==> src/rtl/tty_pkg.sv <==
// Shared definitions for the TTY UART transmitter: FSM state encoding,
// frame geometry and line levels.
package tty_pkg;

  typedef enum logic [1:0] {
    ST_IDLE  = 2'd0,
    ST_START = 2'd1,
    ST_DATA  = 2'd2,
    ST_STOP  = 2'd3
  } tty_state_e;

  localparam int   FRAME_DATA_BITS = 8;

  localparam logic LINE_IDLE  = 1'b1;
  localparam logic LINE_STOP  = 1'b1;
  localparam logic LINE_START = 1'b0;

endpackage

==> src/rtl/tty_uart_tx_if.sv <==
// Bus-side bundle of the TTY peripheral: write strobe/data from the decoder
// plus the serial line and side-band status going back out.
interface tty_uart_tx_if #(
  parameter int FIFO_DEPTH = 8
);
  localparam int LVL_W = $clog2(FIFO_DEPTH) + 1;

  logic             we_i;
  logic [31:0]      data_i;
  logic             tx_o;
  logic             busy_o;
  logic             empty_o;
  logic             full_o;
  logic [LVL_W-1:0] level_o;
  logic             overflow_o;

  // Decoder / testbench side.
  modport master (
    output we_i, data_i,
    input  tx_o, busy_o, empty_o, full_o, level_o, overflow_o
  );

  // Peripheral side.
  modport slave (
    input  we_i, data_i,
    output tx_o, busy_o, empty_o, full_o, level_o, overflow_o
  );
endinterface

==> src/rtl/tty_uart_tx_sync_fifo.sv <==
// Single-clock FIFO with extra-bit pointers; push and pop may coincide.
// Full/empty/level come straight from the registered pointers.
module sync_fifo #(
  parameter int WIDTH = 8,
  parameter int DEPTH = 8
) (
  input  logic                     clk_i,
  input  logic                     rst_ni,
  input  logic                     push_i,
  input  logic [WIDTH-1:0]         wdata_i,
  input  logic                     pop_i,
  output logic [WIDTH-1:0]         rdata_o,
  output logic [$clog2(DEPTH):0]   level_o,
  output logic                     full_o,
  output logic                     empty_o
);
  localparam int AW    = $clog2(DEPTH);
  localparam int LVL_W = AW + 1;

  logic [WIDTH-1:0] mem_q [DEPTH];
  logic [AW:0]      wr_ptr_q, rd_ptr_q;
  logic             do_push, do_pop;

  // Full is judged on pre-edge occupancy, so a push while full is dropped
  // even if a pop happens on the same edge.
  assign do_push = push_i && !full_o;
  assign do_pop  = pop_i  && !empty_o;

  assign level_o = wr_ptr_q - rd_ptr_q;
  assign full_o  = (level_o == LVL_W'(DEPTH));
  assign empty_o = (wr_ptr_q == rd_ptr_q);
  assign rdata_o = mem_q[rd_ptr_q[AW-1:0]];

  // Pointer update with synchronous reset.
  always_ff @(posedge clk_i) begin
    // NOTE: sequential state uses non-blocking assignments so every register
    // samples pre-edge values regardless of statement order.
    if (!rst_ni) begin
      wr_ptr_q <= '0;
      rd_ptr_q <= '0;
    end else begin
      if (do_push) wr_ptr_q <= wr_ptr_q + 1'b1;
      if (do_pop)  rd_ptr_q <= rd_ptr_q + 1'b1;
    end
  end

  // Storage write.
  always_ff @(posedge clk_i) begin
    // NOTE: the storage array is deliberately not reset; entries are only
    // read after being written, and leaving it reset-free lets it map to RAM.
    if (do_push) mem_q[wr_ptr_q[AW-1:0]] <= wdata_i;
  end

endmodule

==> src/rtl/tty_uart_tx.sv <==
// TTY transmitter: buffers decoder writes in a FIFO and serialises each
// character as an 8N1 frame. FSM, baud counter, shift register and the
// sticky overflow flag live here; all outputs are registered.
module tty_uart_tx
  import tty_pkg::*;
#(
  parameter int CLK_DIV    = 16,
  parameter int FIFO_DEPTH = 8
) (
  input  logic         clk_i,
  input  logic         rst_ni,
  tty_uart_tx_if.slave bus
);
  localparam int                 BAUD_W      = $clog2(CLK_DIV);
  localparam int                 LVL_W       = $clog2(FIFO_DEPTH) + 1;
  localparam logic [BAUD_W-1:0]  BAUD_RELOAD = BAUD_W'(CLK_DIV - 1);
  localparam logic [2:0]         LAST_BIT    = 3'(FRAME_DATA_BITS - 1);

  tty_state_e        state_q;
  logic [BAUD_W-1:0] baud_q;
  logic [2:0]        bit_q;
  logic [7:0]        shift_q;
  logic              tx_q, busy_q, ovf_q;

  logic [7:0]        fifo_rdata;
  logic [LVL_W-1:0]  fifo_level;
  logic              fifo_full, fifo_empty, fifo_pop;
  logic              baud_done;
  logic              unused_data;

  assign unused_data = &{1'b0, bus.data_i[31:8]};
  assign baud_done   = (baud_q == '0);

  sync_fifo #(.WIDTH(8), .DEPTH(FIFO_DEPTH)) u_fifo (
    .clk_i   (clk_i),
    .rst_ni  (rst_ni),
    .push_i  (bus.we_i),
    .wdata_i (bus.data_i[7:0]),
    .pop_i   (fifo_pop),
    .rdata_o (fifo_rdata),
    .level_o (fifo_level),
    .full_o  (fifo_full),
    .empty_o (fifo_empty)
  );

  // Pop on every START entry: from IDLE, or straight out of the last STOP cycle.
  always_comb begin
    // NOTE: default first so every path assigns fifo_pop and no latch is inferred.
    fifo_pop = 1'b0;
    if (!fifo_empty) begin
      if (state_q == ST_IDLE) fifo_pop = 1'b1;
      if (state_q == ST_STOP && baud_done) fifo_pop = 1'b1;
    end
  end

  // Frame FSM with baud counter, shift register and registered line/status.
  always_ff @(posedge clk_i) begin
    if (!rst_ni) begin
      state_q <= ST_IDLE;
      baud_q  <= '0;
      bit_q   <= '0;
      shift_q <= '0;
      tx_q    <= LINE_IDLE;
      busy_q  <= 1'b0;
      ovf_q   <= 1'b0;
    end else begin
      if (bus.we_i && fifo_full) ovf_q <= 1'b1;

      case (state_q)
        ST_IDLE: begin
          if (!fifo_empty) begin
            state_q <= ST_START;
            shift_q <= fifo_rdata;
            baud_q  <= BAUD_RELOAD;
            tx_q    <= LINE_START;
            busy_q  <= 1'b1;
          end
        end

        ST_START: begin
          if (baud_done) begin
            state_q <= ST_DATA;
            bit_q   <= '0;
            baud_q  <= BAUD_RELOAD;
            tx_q    <= shift_q[0];
          end else begin
            baud_q  <= baud_q - BAUD_W'(1);
          end
        end

        ST_DATA: begin
          if (baud_done) begin
            baud_q <= BAUD_RELOAD;
            if (bit_q == LAST_BIT) begin
              state_q <= ST_STOP;
              tx_q    <= LINE_STOP;
            end else begin
              bit_q   <= bit_q + 3'd1;
              shift_q <= shift_q >> 1;
              tx_q    <= shift_q[1];
            end
          end else begin
            baud_q <= baud_q - BAUD_W'(1);
          end
        end

        ST_STOP: begin
          if (baud_done) begin
            if (!fifo_empty) begin
              state_q <= ST_START;
              shift_q <= fifo_rdata;
              baud_q  <= BAUD_RELOAD;
              tx_q    <= LINE_START;
            end else begin
              state_q <= ST_IDLE;
              tx_q    <= LINE_IDLE;
              busy_q  <= 1'b0;
            end
          end else begin
            baud_q <= baud_q - BAUD_W'(1);
          end
        end

        default: begin
          state_q <= ST_IDLE;
          tx_q    <= LINE_IDLE;
          busy_q  <= 1'b0;
        end
      endcase
    end
  end

  assign bus.tx_o       = tx_q;
  assign bus.busy_o     = busy_q;
  assign bus.empty_o    = fifo_empty;
  assign bus.full_o     = fifo_full;
  assign bus.level_o    = fifo_level;
  assign bus.overflow_o = ovf_q;

endmodule

==> src/flat_wrapper.sv <==
// flat-port wrapper written by rule: the top's interface ports become plain ports
module tty_uart_tx_flat import tty_pkg::*;
#(
  parameter int CLK_DIV    = 16,
  parameter int FIFO_DEPTH = 8
)
  (clk_i, rst_ni, bus_we_i, bus_data_i, bus_tx_o, bus_busy_o, bus_empty_o, bus_full_o, bus_level_o, bus_overflow_o);
  tty_uart_tx_if #(.FIFO_DEPTH(FIFO_DEPTH)) bus_i ();
  input  logic clk_i;
  input  logic rst_ni;
  input wire logic [$bits(bus_i.we_i)-1:0] bus_we_i;
  input wire logic [$bits(bus_i.data_i)-1:0] bus_data_i;
  output wire logic [$bits(bus_i.tx_o)-1:0] bus_tx_o;
  output wire logic [$bits(bus_i.busy_o)-1:0] bus_busy_o;
  output wire logic [$bits(bus_i.empty_o)-1:0] bus_empty_o;
  output wire logic [$bits(bus_i.full_o)-1:0] bus_full_o;
  output wire logic [$bits(bus_i.level_o)-1:0] bus_level_o;
  output wire logic [$bits(bus_i.overflow_o)-1:0] bus_overflow_o;
  assign bus_i.we_i = bus_we_i;
  assign bus_i.data_i = bus_data_i;
  assign bus_tx_o = bus_i.tx_o;
  assign bus_busy_o = bus_i.busy_o;
  assign bus_empty_o = bus_i.empty_o;
  assign bus_full_o = bus_i.full_o;
  assign bus_level_o = bus_i.level_o;
  assign bus_overflow_o = bus_i.overflow_o;
  tty_uart_tx #(.CLK_DIV(CLK_DIV), .FIFO_DEPTH(FIFO_DEPTH)) u_core (.clk_i(clk_i), .rst_ni(rst_ni), .bus(bus_i));
endmodule
==> config.mk <==
export PLATFORM = sky130hd
export DESIGN_NAME = tty_uart_tx_flat
export DESIGN_NICKNAME = d
export VERILOG_FILES = /design/src/rtl/tty_pkg.sv /design/src/rtl/tty_uart_tx_if.sv /design/src/rtl/tty_uart_tx_sync_fifo.sv /design/src/rtl/tty_uart_tx.sv /design/src/flat_wrapper.sv
export SDC_FILE = /design/constraint.sdc
export NUM_CORES = 1
export LEC_CHECK = 0
export ABC_CLOCK_PERIOD_IN_PS = 2700
export BUFFER_PORTS_ARGS = -buffer_cell sky130_fd_sc_hd__buf_4
export CORE_ASPECT_RATIO = 1.2
export CORE_UTILIZATION = 53
export DETAILED_ROUTE_END_ITERATION = 6
export PLACE_DENSITY = 0.76
export SLEW_MARGIN = 20
export SYNTH_ARGS = -nofsm -noshare
export SYNTH_HDL_FRONTEND = slang
export SYNTH_SLANG_ARGS = --single-unit
==> constraint.sdc <==
create_clock -name clk_i -period 2.7 [get_ports clk_i]
set_clock_uncertainty 0.1 [all_clocks]
set_input_delay 0.27 -clock clk_i [delete_from_list [all_inputs] [get_ports clk_i]]
set_output_delay 0.27 -clock clk_i [all_outputs]
set_load 0.005 [all_outputs]
# Yosys cells after proc, flatten, opt, wreduce, memory -nomap -nowiden

Memory sizes are Yosys's and may differ from the RTL's. A register that Yosys moved wholly into a read port is not among the register bits.
Cells that the tools add are included.

Add/subtract/negate cells: 5
Multiplexer cells: 38
Reductions and logical operators: 17
Eq/ne operators: 13

Operators by type and width:

| kind                | number |
|---|---|
| $mux 8              | 4 |
| $pmux 8 s3          | 1 |
| $reduce_and 4->1    | 4 |
| $mux 1              | 15 |
| $mux 3              | 5 |
| $mux 4              | 3 |
| $pmux 4 s3          | 1 |
| $mux 2              | 5 |
| $ne 2x1->1 const B  | 5 |
| $add 4x1->4 const B | 2 |
| $pmux 2 s4          | 1 |
| $pmux 3 s2          | 1 |
| $reduce_and 5->1    | 1 |
| $eq 2x2->1 const B  | 2 |
| $eq 4x4->1          | 1 |
| $eq 4x4->1 const B  | 1 |
| $logic_and 1x1->1   | 4 |
| $logic_not 4->1     | 1 |
| $ne 2x2->1 const B  | 2 |
| $pmux 1 s4          | 1 |
| $reduce_bool 2->1   | 2 |
| $sub 4x1->4 const B | 1 |
| $sub 4x4->4         | 1 |
| $add 3x1->3 const B | 1 |
| other kinds (7)     | 8 |

RAM bits: 64
Output and inout port bits: 9
Bits of input ports: 35
Memories kept: 1
Bits in registers: 28
Word-level logic and storage cells: 83

Memory list:

| memory              | words | bits a word | rd ports | clocked after Yosys merged registers in | write ports | RTL line                    | text |
|---|---|---|---|---|---|---|---|
| u_core.u_fifo.mem_q | 8     | 8           | 1        | 1                                       | 1           | tty_uart_tx_sync_fifo.sv:20 | `logic [WIDTH-1:0] mem_q [DEPTH];` |

# Depth between registers and ports, before layout

Word-level depth: 7
Depth in mapped cells: 8
Mapped depth without buffers: 8

# By module

From an unflattened synthesis, not the netlist that was laid out.

Cells, all modules: 312
Area total of the unflattened synthesis: 4410.5 um^2

By module, submodules not included:

| module      | times used | area each (um^2) | cells an instance | sequential area each (um^2) |
|---|---|---|---|---|
| sync_fifo   | 1          | 3186.8           | 174               | 2142.1 |
| tty_uart_tx | 1          | 1223.7           | 138               | 400.4 |

# Worst setup path before layout

OpenSTA, ideal clock, no wires.

Path type: register to register
From: reg u_core.u_fifo.wr_ptr_q[0]
To: mem u_core.u_fifo.mem_q[0][0] (enable)
Library setup time: 0.395 ns
Cell stages (with the launch flop): 9
Buffers on the path: 0
Required time: 2.205 ns
Path slack: -0.199 ns
Arrival time: 2.404 ns
Cells stage by stage: dfxtp_1 -> inv_1 -> ha_1 -> inv_1 -> fa_1 -> xor2_1 -> or2_2 -> nor3_2 -> nor4_1

Longest elaborated chain between the ends: 6

Ends and longest elaborated chain:

| element                      | RTL line                    | text |
|---|---|---|
| start: declaration           | tty_uart_tx_sync_fifo.sv:21 | `logic [AW:0] wr_ptr_q, rd_ptr_q;` |
| start signal: assignment     | tty_uart_tx_sync_fifo.sv:42 | `if (do_push) wr_ptr_q <= wr_ptr_q + 1'b1;` |
| $sub 4x4->4                  | tty_uart_tx_sync_fifo.sv:29 | `assign level_o = wr_ptr_q - rd_ptr_q;` |
| net bus_level_o[2]           | flat_wrapper.sv:17          | `output wire logic [$bits(bus_i.level_o)-1:0] bus_level_o;` |
| $eq 4x4->1                   | tty_uart_tx_sync_fifo.sv:30 | `assign full_o = (level_o == LVL_W'(DEPTH));` |
| net bus_full_o               | flat_wrapper.sv:16          | `output wire logic [$bits(bus_i.full_o)-1:0] bus_full_o;` |
| $logic_not 1->1              | tty_uart_tx_sync_fifo.sv:26 | `assign do_push = push_i && !full_o;` |
| $logic_and 1x1->1            | tty_uart_tx_sync_fifo.sv:26 |  |
| $mux 1                       | tty_uart_tx_sync_fifo.sv:51 | `if (do_push) mem_q[wr_ptr_q[AW-1:0]] <= wdata_i;` |
| $mux 1 (not written as such) | tty_uart_tx_sync_fifo.sv:51 |  |
| end: declaration             | tty_uart_tx_sync_fifo.sv:20 |  |

The timed path passes the listed nets, and every way through them passes these cells.

# Worst setup path in the final report

From: reg u_core.u_fifo.wr_ptr_q[0]
To: out bus_full_o

Longest elaborated chain between the ends: 2

Ends and longest elaborated chain:

| element          | RTL line |
|---|---|
| $sub 4x4->4      | tty_uart_tx_sync_fifo.sv:29 |
| $eq 4x4->1       | tty_uart_tx_sync_fifo.sv:30 |
| end: declaration | flat_wrapper.sv:16 |

Every way passes these cells.

==> flow_summary.ini <==
[clock_network]
htree_levels = 3
clk_latency_ps = 370
cts_max_path_buffers = 2
clk_pin_slew_ps = 110
ctsHoldBuffers = 0
cts_tree = done
root_buffer = clkbuf_8
cts-buffers-inserted = 9
clock-sinks = 95

[floorplan]
ioPinCount = 44
die_y_um = 102
rows = 36
die_w_um = 85.3
die_area_um2 = 8690
start_util_pct = 54.4
design.core.area_um2 = 8110

[timing]
rsz0062_at_grt = no
fmax_mhz = 384
report.final.slew_viol_count = 0
whs_ps = 22.7
hold_viol = 0
setup_violations = 0
period_needed_ps = 2610
worst_slack_ps = 93.5
period_share_pct = 96.5
worst_slew_pin_slew_ps = 602
slew_headroom_pct = 59.8

[route]
drc_errors = 0
wirelength_um = 8700
first_pass_iters = 4
vias_per_cell = 6.06
routedWlPerCell_um = 18.2
vias = 2895
final_antenna_net_count = 0
drt-initial-drc-count = 193

[global_routing]
antenna_found_initial = 0
grt_usage_pct = 21.1
grt-ovfl-total = 0
grt_pass1_vias = 2733
grt_max_degree = 23
grt_pass1_wl_um = 13700

[place]
hpwl_um = 5650
pre_cts_ws_ps = 117
port_buffers = 19
gp_congestion = 0.827

[worst_setup_path]
critPathRequiredTime_ps = 2330
crit_start = u_core.u_fifo.wr_ptr_q[0]
crit_arrival_ps = 2240
reg2reg_from = u_core.u_fifo.wr_ptr_q[0]
crit_type = flop to output port
crit_fanout = 3
start_kind = flop
critical_path.endpoint_type = output port

[pwr]
p_total_w = 0.00536
peakVddDrop_mv = 0.459
leakagePower_nw = 1.81
powerDensity_nw_per_um2 = 1070

[synth]
yosysWarnings = 0
yosys-top-cells-area = edfxtp_1 44%, dfxtp_1 14%, mux2i_1 7.0%
mappedNetlistArea_um2 = 4410
syn_avg_cell_area_um2 = 12.8
synth_top_area_share_pct = 43.6
synth_flop_cell = edfxtp_1
async_flop_share_pct = 0
synth.distinct_cells = 60
synthesis.nets = 393
ys_ff_latch = 95
synth_top_area_cell = edfxtp_1
synth_edf_count = 64
syn_inst = 344
ys_seq_area_share_pct = 57.6

[cells_and_area]
area_delta_synth_final_pct = 13.4
final_cell_mix = 64 x edfxtp_1, 36 x buf_4, 31 x mux2i_1
num_antenna_cells = 0
final_nets = 427
fillCellCount = 611
layout_commonest_cell = edfxtp_1
drive_gt1_share_pct = 21.9

[hold_path]
hp-start = bus_data_i[7]
min_path_type = input port to flop

[status]
outcome = completed

[flow_run]
drv_cap = 0
report_power, final:
| part | switching [W] | total [W] | internal (W) |
|---|---|---|---|
| Sequential | 0.000186 | 0.00199 | 0.00181 |
| Clock | 0.000541 | 0.000926 | 0.000385 |
| Combinational | 0.00129 | 0.00244 | 0.00115 |
synthesized netlist by cell type, types with 7 or more instances:
master,count
o31a_1,7
nand2b_1,7
o21ai_0,9
a31oi_1,7
a22o_1,13
buf_6,7
nor2_1,14
edfxtp_1,64
inv_1,16
a21oi_1,9
a211oi_1,9
dfxtp_1,31
mux2i_1,31
ha_1,13
nand2_1,18
timing repair:
action | CTS | global route
resized for setup | 2 | 22
setup endpoints to repair | 1 | 57
buffers inserted | 1 | 4
pin swaps | 0 | 3
per-layer routing:
| metal | wire (um) | global-route usage [%] | part of all wire (%) |
|---|---|---|---|
| met1 | 3810 | 27.3 | 44 |
| met2 | 4340 | 36.0 | 50 |
| met3 | 365 | 2.91 | 4.2 |
| met4 | 186 | 9.36 | 2.1 |
| met5 | 0 | 0 | 0 |
flip-flops by register name, summed over array words and instances (netlist names), named ones only:
signal                  count
u_core.shift_q              8
u_core.baud_q               4
u_core.bus.tx_o             1
u_core.bit_q                3
u_core.state_q              2
u_core.u_fifo.wr_ptr_q      4
u_core.u_fifo.rd_ptr_q      4
u_core.u_fifo.mem_q        64
u_core.bus.overflow_o       1
u_core.bus.busy_o           1
cells by family (layout without fill, tap and decap cells):
family	after synthesis	after routing	synth area share (%)
flip-flops	95	95	57.6
AO/OA/AOI/OAI	83	83	14.4
AND/OR/NAND/NOR	81	81	10.1
multiplexers	34	34	8.57
buffers and inverters	33	72	4.20
adder cells (fa/ha/maj)	14	14	4.14
XOR/XNOR	4	4	0.965
final timing paths:
check / end / slack (ps) / cells past startpoint
min reg2reg: u_core.bus.tx_o / 380 / 2
max: bus_full_o / 90 / 9
min: u_core.u_fifo.mem_q[3][7] / 20 / 1
max reg2reg: u_core.u_fifo.mem_q[2][0] / 130 / 11
critical path: stages, from the launching register on:
cell and delay, ps:
dfxtp_4 370, inv_4 60, ha_4 130, inv_2 30, fa_1 460, nand2b_4 160
or2_4 260, nor3_2 160, buf_4 130, buf_4 90
per-stage QoR:
step | TNS [ps] | instance area [um^2] | utilization [%] | instances
after floorplan | -3180 | 4410 | - | 344
after global placement | 0 | 4670 | 57.6 | 457
after detailed placement | 0 | 4670 | 57.6 | 457
after CTS | 0 | 4870 | 60.1 | 474
after global routing | 0 | 5000 | 61.7 | 478
final | 0 | 5000 | 61.7 | 478
layout make-up:
class | instances | area [um^2] | share of cell area, %
clock buffer | 10 | 138 | 2.75
clock inverter | 6 | 57.6 | 1.15
inverter | 16 | 62.6 | 1.25
multi-input combinational | 216 | 1760 | 35.2
sequential | 95 | 2550 | 50.9
tap | 95 | 119 | 2.38
timing repair buffer | 40 | 315 | 6.30
No activity file was read; power rests on OpenSTA's default activity.
